File: src/rtl/crc32_stream.sv
// Streaming CRC-32 engine: valid/ready beats of DATA_W bits, per-byte keep on
// the final beat, reflected or MSB-first bit order, registered result with a
// residue flag for FCS checking.
module crc32_stream #(
  parameter int          DATA_W  = 32,
  parameter logic [31:0] POLY    = 32'h04C11DB7,
  parameter logic [31:0] INIT    = 32'hFFFFFFFF,
  parameter logic [31:0] XOR_OUT = 32'hFFFFFFFF,
  parameter bit          REFLECT = 1'b1,
  parameter logic [31:0] RESIDUE = 32'h2144DF1C
) (
  input  logic              clk_i,
  input  logic              rst_i,
  input  logic              start_i,
  input  logic              valid_i,
  output logic              ready_o,
  input  logic [DATA_W-1:0] data_i,
  input  logic [DATA_W/8-1:0] keep_i,
  input  logic              last_i,
  output logic [31:0]       crc_o,
  output logic              crc_valid_o,
  output logic              crc_ok_o,
  output logic              busy_o
);

  localparam int NB    = DATA_W / 8;
  localparam int IDX_W = (NB > 1) ? $clog2(NB) : 1;

  typedef enum logic {RUN, TAIL} state_t;

  state_t            state_q, state_d;
  logic [31:0]       crc_q, crc_d;
  logic [DATA_W-1:0] data_q, data_d;
  logic [NB-1:0]     keep_q, keep_d;
  logic [IDX_W-1:0]  idx_q, idx_d;
  logic [31:0]       crc_out_d;
  logic              crc_valid_d, crc_ok_d, busy_d;
  logic              accept;
  logic [31:0]       base_crc, full_crc, tail_crc;

  // The register is always kept in normal (MSB-first) form; reflection only
  // changes which end of each byte is fed in first and the final reversal.
  function automatic logic [31:0] byte_update(input logic [31:0] c_in, input logic [7:0] byt);
    logic [31:0] c;
    logic        fb;
    c = c_in;
    for (int i = 0; i < 8; i++) begin
      fb = c[31] ^ (REFLECT ? byt[i] : byt[7-i]);
      c  = {c[30:0], 1'b0} ^ (fb ? POLY : 32'h0);
    end
    return c;
  endfunction

  function automatic logic [31:0] beat_update(input logic [31:0] c_in, input logic [DATA_W-1:0] d);
    logic [31:0] c;
    c = c_in;
    for (int b = 0; b < NB; b++) c = byte_update(c, d[8*b +: 8]);
    return c;
  endfunction

  function automatic logic [31:0] bitrev32(input logic [31:0] v);
    logic [31:0] r;
    for (int i = 0; i < 32; i++) r[i] = v[31-i];
    return r;
  endfunction

  function automatic logic [31:0] finalise(input logic [31:0] c);
    return (REFLECT ? bitrev32(c) : c) ^ XOR_OUT;
  endfunction

  function automatic logic [7:0] get_byte(input logic [DATA_W-1:0] d, input logic [IDX_W-1:0] i);
    logic [7:0] r;
    r = 8'h00;
    for (int b = 0; b < NB; b++) if (i == IDX_W'(b)) r = d[8*b +: 8];
    return r;
  endfunction

  assign ready_o  = (state_q == RUN);
  assign accept   = valid_i & ready_o;
  assign base_crc = start_i ? INIT : crc_q;
  assign full_crc = beat_update(base_crc, data_i);
  assign tail_crc = keep_q[idx_q] ? byte_update(crc_q, get_byte(data_q, idx_q)) : crc_q;

  // Next-state and next-output decode; start_i wins and a same-cycle beat then runs from INIT.
  always_comb begin
    state_d     = state_q;
    crc_d       = crc_q;
    data_d      = data_q;
    keep_d      = keep_q;
    idx_d       = idx_q;
    crc_out_d   = crc_o;
    crc_ok_d    = crc_ok_o;
    crc_valid_d = 1'b0;
    busy_d      = busy_o;

    if (start_i) begin
      state_d = RUN;
      crc_d   = INIT;
      busy_d  = 1'b0;
    end

    if (accept) begin
      if (!last_i) begin
        crc_d  = full_crc;
        busy_d = 1'b1;
      end else if (&keep_i) begin
        crc_out_d   = finalise(full_crc);
        crc_ok_d    = (finalise(full_crc) == RESIDUE);
        crc_valid_d = 1'b1;
        crc_d       = INIT;
        busy_d      = 1'b0;
      end else begin
        crc_d   = base_crc;
        data_d  = data_i;
        keep_d  = keep_i;
        idx_d   = '0;
        state_d = TAIL;
        busy_d  = 1'b1;
      end
    end else if (!start_i && state_q == TAIL) begin
      if (idx_q == IDX_W'(NB - 1)) begin
        crc_out_d   = finalise(tail_crc);
        crc_ok_d    = (finalise(tail_crc) == RESIDUE);
        crc_valid_d = 1'b1;
        crc_d       = INIT;
        busy_d      = 1'b0;
        state_d     = RUN;
      end else begin
        crc_d = tail_crc;
        idx_d = idx_q + IDX_W'(1);
      end
    end
  end

  // State and output registers, all returned to idle values by the async reset.
  always_ff @(posedge clk_i or posedge rst_i) begin
    if (rst_i) begin
      state_q     <= RUN;
      crc_q       <= INIT;
      data_q      <= '0;
      keep_q      <= '0;
      idx_q       <= '0;
      crc_o       <= 32'h0;
      crc_valid_o <= 1'b0;
      crc_ok_o    <= 1'b0;
      busy_o      <= 1'b0;
    end else begin
      state_q     <= state_d;
      crc_q       <= crc_d;
      data_q      <= data_d;
      keep_q      <= keep_d;
      idx_q       <= idx_d;
      crc_o       <= crc_out_d;
      crc_valid_o <= crc_valid_d;
      crc_ok_o    <= crc_ok_d;
      busy_o      <= busy_d;
    end
  end

endmodule

File: config.mk
export PLATFORM = sky130hd
export DESIGN_NAME = crc32_stream
export DESIGN_NICKNAME = d
export VERILOG_FILES = /design/src/rtl/crc32_stream.sv
export SDC_FILE = /design/constraint.sdc
export NUM_CORES = 1
export LEC_CHECK = 0
export BUFFER_PORTS_ARGS = -buffer_cell sky130_fd_sc_hd__clkbuf_2
export CELL_PAD_IN_SITES_DETAIL_PLACEMENT = 0
export CELL_PAD_IN_SITES_GLOBAL_PLACEMENT = 1
export CORE_MARGIN = 2
export CORE_UTILIZATION = 30
export DETAILED_ROUTE_END_ITERATION = 8
export HOLD_SLACK_MARGIN = 0.12
export PLACE_DENSITY = 0.61
export RECOVER_POWER = 25
export SKIP_CTS_REPAIR_TIMING = 1
export SLEW_MARGIN = 10
export SYNTH_ARGS = -nofsm -noshare
export SYNTH_HDL_FRONTEND = slang
export SYNTH_SLANG_ARGS = --single-unit
File: constraint.sdc
create_clock -name clk_i -period 5 [get_ports clk_i]
set_clock_uncertainty 0.15 [all_clocks]
set_input_delay 0.25 -clock clk_i [delete_from_list [all_inputs] [get_ports clk_i]]
set_output_delay 0.25 -clock clk_i [all_outputs]
set_load 0.01 [all_outputs]
==> metrics.txt, run 1 <==
fin crit period=slightly below 5 ns; Root Buffer=clkbuf_16; Antenna diodes=0; placed cells=approximately 1.6k; ys async rst share=100%; area post-placement=roughly 12000 um2; Avg WL per Cell=about 22 um; crit path capture=crc_ok_o$_DFFE_PP0P_; RR Startpoint=crc_q[22]$_DFF_PP1_; total grt overflow=0; fillcell total=between 3k and 4k; post-synthesis sequential area ratio=approximately a quarter; number of cells produced by synthesis=1045; P&R area growth vs syn=20.4%; Cell Chain, Critical Path=xnor2_2, nor2_2, xor3_2, xnor3_2, xor2_1, xnor3_2, xnor2_4, buf_4, xnor2_1, xnor2_1, a21oi_2, nand4_1, or4_1, o21ai_1; worst-skew pair later-pin latency=around 0.37 ns; Ys Warns=0; R2R setup slack=0.18 ns; Yosys cell types=62; Post-DRT Antenna Nets=0; vias per cell=4.87; Layout Nets=1253; number of CTS-inserted buffers=9; slew at the pin with the worst max-slew slack=~2.8 ns; Die Y=190 um; GP Congestion=0.866; initial drt markers=slightly above 600; r2r endpoint=crc_ok_o$_DFFE_PP0P_; Setup crit start=crc_q[22]$_DFF_PP1_; commonest non-fill, non-tap cell in the layout=xnor2_1; f_max=0.208 GHz; antenna violations before repair=1; number of synthesized flops with an enable pin=0; max_slew headroom=-89.1%; Hold Crit Class=in -> reg; Post-Synth XOR/XNOR Area=between 40% and 50%; post-synthesis mux area share=roughly 5.3%; I/O pin cnt=77; Final Hold Violating Endpoints=0; final critical-path setup slack=~0.18 ns; DR DRC count=0; synthesized flop and latch total=approximately 110; via count=8127; Final Setup Violations=0; CP max-delay cell=dfstp_2; Critical Path Max Stage Delay=roughly 0.60 ns; Synthesized Nets=approximately 1.1k; final hold slack=roughly 0.11 ns; main combinational cell family by area after synthesis=XOR/XNOR gates; Synth Area in Adders=less than 1%; Crit Path Max Fanout=6; die width=approximately 190 um; fin crit share=96.3%; GR Util All Layers=about a fifth; DP HPWL=between 20000 and 30000 um; CP required=between 5 and 6 ns; Setup CP Type=reg -> reg; TritonCTS clock tree=built; largest net degree at the start of global routing=about 70; Synth Area in Simple Gates=under 10%; commonest cells after routing, fill and taps aside=195 x xnor2_1, 115 x buf_4, 100 x nor2_1; clock-pin slew on the worst setup and hold paths=roughly 0.080 ns; nature of the critical path startpoint=flip-flop; failing checks=max-capacitance violations, max-slew violations; max-slew violations=60; Longest Clk Path Bufs=2; RSZ-0062 raised after global routing=no; Max Cap Viol=1; vias in the first global route=around 8.3k; pre-CTS worst setup slack=-0.0107 ns; Hold Crit Start=data_i[1]; Avg Inst Size Synth=approximately 10 um2; fin cells=~1.7k; H-tree depth=3; crit end category=flip-flop; R2R depth=14; Initial Util=between 30% and 40%; global-route wire length before repair=approximately 54000 um; Core Region=between 30000 and 40000 um2; port bufs=76; post-synthesis compound-gate area fraction=around 12%; Synth Cell Area=10400 um2; ys flop type=dfrtp_1; TritonRoute pass-1 iters=6; arrival time of the worst setup path=roughly 5.0 ns; CTS sink count=around 110; drt total wl=36400 um; layout cells sized above 1=between 20% and 30%; FP Rows=68; Die ar.=~36000 um2; outcome=finished, violations left; post-route cell area=12500 um2
[logic make-up (layout without fill, tap and decap cells)]
logic type | after synthesis | count (layout)
adders and majority gates | 4 | 4
buffers and inverters | 80 | 248
AOI/OAI and AO/OA | 206 | 206
xor gates and xnor gates | 372 | 372
and+or+nand+nor | 227 | 227
muxes | 50 | 50
DFF | 106 | 106
[critical path: cells and delay by family (launching register included)]
family                    cells  cell delay [ns]
AOI/OAI and AO/OA             2             0.46
xor gates and xnor gates      8             2.53
buffers and inverters         1             0.18
DFF                           1             0.60
and+or+nand+nor               3             0.83
[registers in the layout, indices dropped and copies added, names as in the netlist]
| signal | count |
|---|---|
| crc_q | 32 |
| crc_valid_o | 1 |
| data_q | 32 |
| state_q | 1 |
| busy_o | 1 |
| keep_q | 4 |
| crc_ok_o | 1 |
| crc_o | 32 |
| idx_q | 2 |
[worst min path at each step]
stage / depth (start not counted) / endpoint / slack, ns
floorplan: 1 / data_q[10]$_DFFE_PP0P_ / 0.25
global placement: 2 / data_q[15]$_DFFE_PP0P_ / 0.30
detailed placement: 2 / data_q[31]$_DFFE_PP0P_ / 0.29
CTS: 2 / data_q[19]$_DFFE_PP0P_ / -0.10
global route: 2 / data_q[2]$_DFFE_PP0P_ / 0.13
finish: 2 / data_q[1]$_DFFE_PP0P_ / 0.11
[Yosys cell counts (9+ instances only)]
master / instances / area share [%]
xnor3_1: 50 / 11
xor2_1: 83 / 7.0
mux2_2: 40 / 4.3
inv_1: 10 / 0.36
nand2_1: 82 / 3.0
dfstp_2: 32 / 8.1
xnor2_1: 197 / 17
mux2i_1: 10 / 0.96
clkbuf_1: 42 / 1.5
o22ai_1: 35 / 2.1
a21oi_1: 39 / 1.9
xnor2_2: 14 / 2.2
nor2b_1: 9 / 0.54
nor2_1: 100 / 3.6
o21ai_0: 56 / 2.7
a22oi_1: 24 / 1.7
dfrtp_1: 74 / 18
[layout make-up]
cell class	instances	area (um2)	area share (%)
flip-flops and latches	106	2690	21.5
repair buffers	221	1510	12.0
clock inverters	7	53.8	0.429
well taps	455	569	4.54
clock buffers	9	225	1.80
multi-input cells	859	7450	59.4
inverters	11	42.5	0.339
[stage by stage]
step	utilization, %	setup TNS [ns]
2_1_floorplan	-	0
3_3_place_gp	34.5	-0.0580
3_5_place_dp	34.5	-0.0107
4_1_cts	35.3	-0.0323
5_1_grt	36.5	0
6_report	36.5	0
[per-layer routing]
metal | track usage [%] | vias to the layer above | wire [um]
met2 | 35.0 | 201 | 17900
li1 | - | 3876 | -
met1 | 26.7 | 4000 | 15900
met3 | 2.06 | 48 | 1500
met5 | 0 | - | 11
met4 | 7.01 | 2 | 1090
Power of run 1 is not shown: default switching activity piles up to over one toggle a cycle in this logic, so the estimate is an artifact.
==> run 2: changes to the inputs <==
--- a/config.mk
+++ b/config.mk
@@ -8,6 +8,7 @@
 export BUFFER_PORTS_ARGS = -buffer_cell sky130_fd_sc_hd__clkbuf_2
 export CELL_PAD_IN_SITES_DETAIL_PLACEMENT = 0
 export CELL_PAD_IN_SITES_GLOBAL_PLACEMENT = 1
+export CORE_ASPECT_RATIO = 1.5
 export CORE_MARGIN = 2
 export CORE_UTILIZATION = 30
 export DETAILED_ROUTE_END_ITERATION = 8
==> metrics.txt, run 2 (synthesized netlist as in run 1, its figures left out) <==
Top Registers=crc_o x32, crc_q x32, data_q x32; Antenna diodes=0; Final Hold Violating Endpoints=0; GP Congestion=slightly above 0.9; Buf/Inv on CP=0; drt total wl=around 38000 um; nature of the critical path startpoint=flip-flop; r2r endpoint=crc_ok_o$_DFFE_PP0P_; Finished Core Util=a little over a third; fin cells=1633; final hold slack=around 0.11 ns; CP required=5.14 ns; Setup CP Type=reg -> reg; slew at the pin with the worst max-slew slack=~2.8 ns; Cell Chain, Critical Path=xnor2_1, nor2_2, xnor3_1, xnor3_2, xnor3_2, xnor3_2, xor2_4, xnor2_2, xnor3_1, a21oi_1, nand4_1, or4_1, o21ai_1; total grt overflow=0; via count=between 8k and 9k; fin crit share=between 90% and 100%; I/O pin cnt=77; Worst Hold Depth=2; outcome=finished, violations left; Die Y=between 200 and 250 um; antenna violations before repair=0; P&R area growth vs syn=19.0%; Layout Nets=1248; Root Buffer=clkbuf_16; RSZ-0062 raised after global routing=no; DP HPWL=between 20000 and 30000 um; max_slew headroom=-84.7%; die width=156 um; f_max=about 0.21 GHz; failing checks=max-capacitance violations, max-slew violations; TritonCTS clock tree=built; Die ar.=roughly 36000 um2; Crit Path Max Fanout=8; Critical Path Max Stage Delay=about 0.65 ns; largest net degree at the start of global routing=59; Final Setup Violations=0; CP max-delay cell=dfstp_2; commonest non-fill, non-tap cell in the layout=xnor2_1; FP Rows=slightly above 80; vias per cell=just over 5; max-slew violations=slightly below 60; worst-skew pair later-pin latency=0.37 ns; CTS sink count=~110; Hold Crit Start=data_i[2]; crit end category=flip-flop; Post-DRT Antenna Nets=0; fillcell total=between 3k and 4k; Avg WL per Cell=about 23 um; Longest Clk Path Bufs=2; number of CTS-inserted buffers=9; R2R depth=13; Top cell by count, worst path=xnor3_2; layout cells sized above 1=24.7%; crit-path leading delay family=XOR/XNOR gates; DR DRC count=0; arrival time of the worst setup path=about 5.0 ns; Max Cap Viol=1; Initial Util=a little under a third; vias in the first global route=approximately 8.6k; H-tree depth=3; R2R setup slack=0.18 ns; setup TNS=0 ns; RR Startpoint=crc_q[27]$_DFF_PP1_; placed cells=1589; port bufs=76; GR Util All Layers=21.1%; clock-pin slew on the worst setup and hold paths=about 0.08 ns; commonest cells after routing, fill and taps aside=197 x xnor2_1, 111 x buf_4, 100 x nor2_1; Hold Crit Class=in -> reg; global-route wire length before repair=between 50000 and 60000 um; initial drt markers=approximately 650; Hold EP=data_q[2]$_DFFE_PP0P_; fin crit period=4.82 ns; Core Region=between 30000 and 40000 um2; TritonRoute pass-1 iters=5
run 2: changes by cell type in the layout (fill, tap and decap cells not counted), sizes merged:
cell	previous run	this run
buf	116	112
clkinvlp	4	1
clkbuf	85	87
clkinv	3	4
dlygate4sd3	29	28
run 2: cell type report:
cell class	instances	area, um2	share of cell area, %
inverters	11	42.5	0.343
multi-input cells	859	7370	59.4
well taps	425	532	4.29
repair buffers	216	1470	11.9
clock inverters	5	36.3	0.293
clock buffers	11	253	2.04
flip-flops and latches	106	2690	21.7
run 2: worst max path at each step:
| stage | startpoint | endpoint | slack (ns) | cells past startpoint |
|---|---|---|---|---|
| after floorplan | crc_q[23]$_DFF_PP1_ | crc_ok_o$_DFFE_PP0P_ | 0.32 | 14 |
| after detailed placement | crc_q[27]$_DFF_PP1_ | crc_ok_o$_DFFE_PP0P_ | 0.21 | 13 |
| after CTS | crc_q[27]$_DFF_PP1_ | crc_ok_o$_DFFE_PP0P_ | 0.16 | 13 |
| after global routing | crc_q[30]$_DFF_PP1_ | crc_ok_o$_DFFE_PP0P_ | 0.004 | 13 |
| final | crc_q[27]$_DFF_PP1_ | crc_ok_o$_DFFE_PP0P_ | 0.18 | 13 |
| after global placement | crc_q[31]$_DFF_PP1_ | crc_ok_o$_DFFE_PP0P_ | 0.20 | 17 |
run 2: stage by stage:
step           area, um2  setup WS [ns]
2_1_floorplan      10400          0.321
3_3_place_gp       11900          0.197
3_5_place_dp       11900          0.207
4_1_cts            12200          0.164
5_1_grt            12400        0.00358
6_report           12400          0.180
run 2: layer usage:
layer	routed length (um)	vias to the layer above	global-route usage, %
met5	0	-	0
li1	-	3870	-
met2	18400	288	35.6
met1	15900	4097	26.5
met4	2200	0	10.7
met3	1430	75	2.48
Power of run 2 is left out for the same reason.
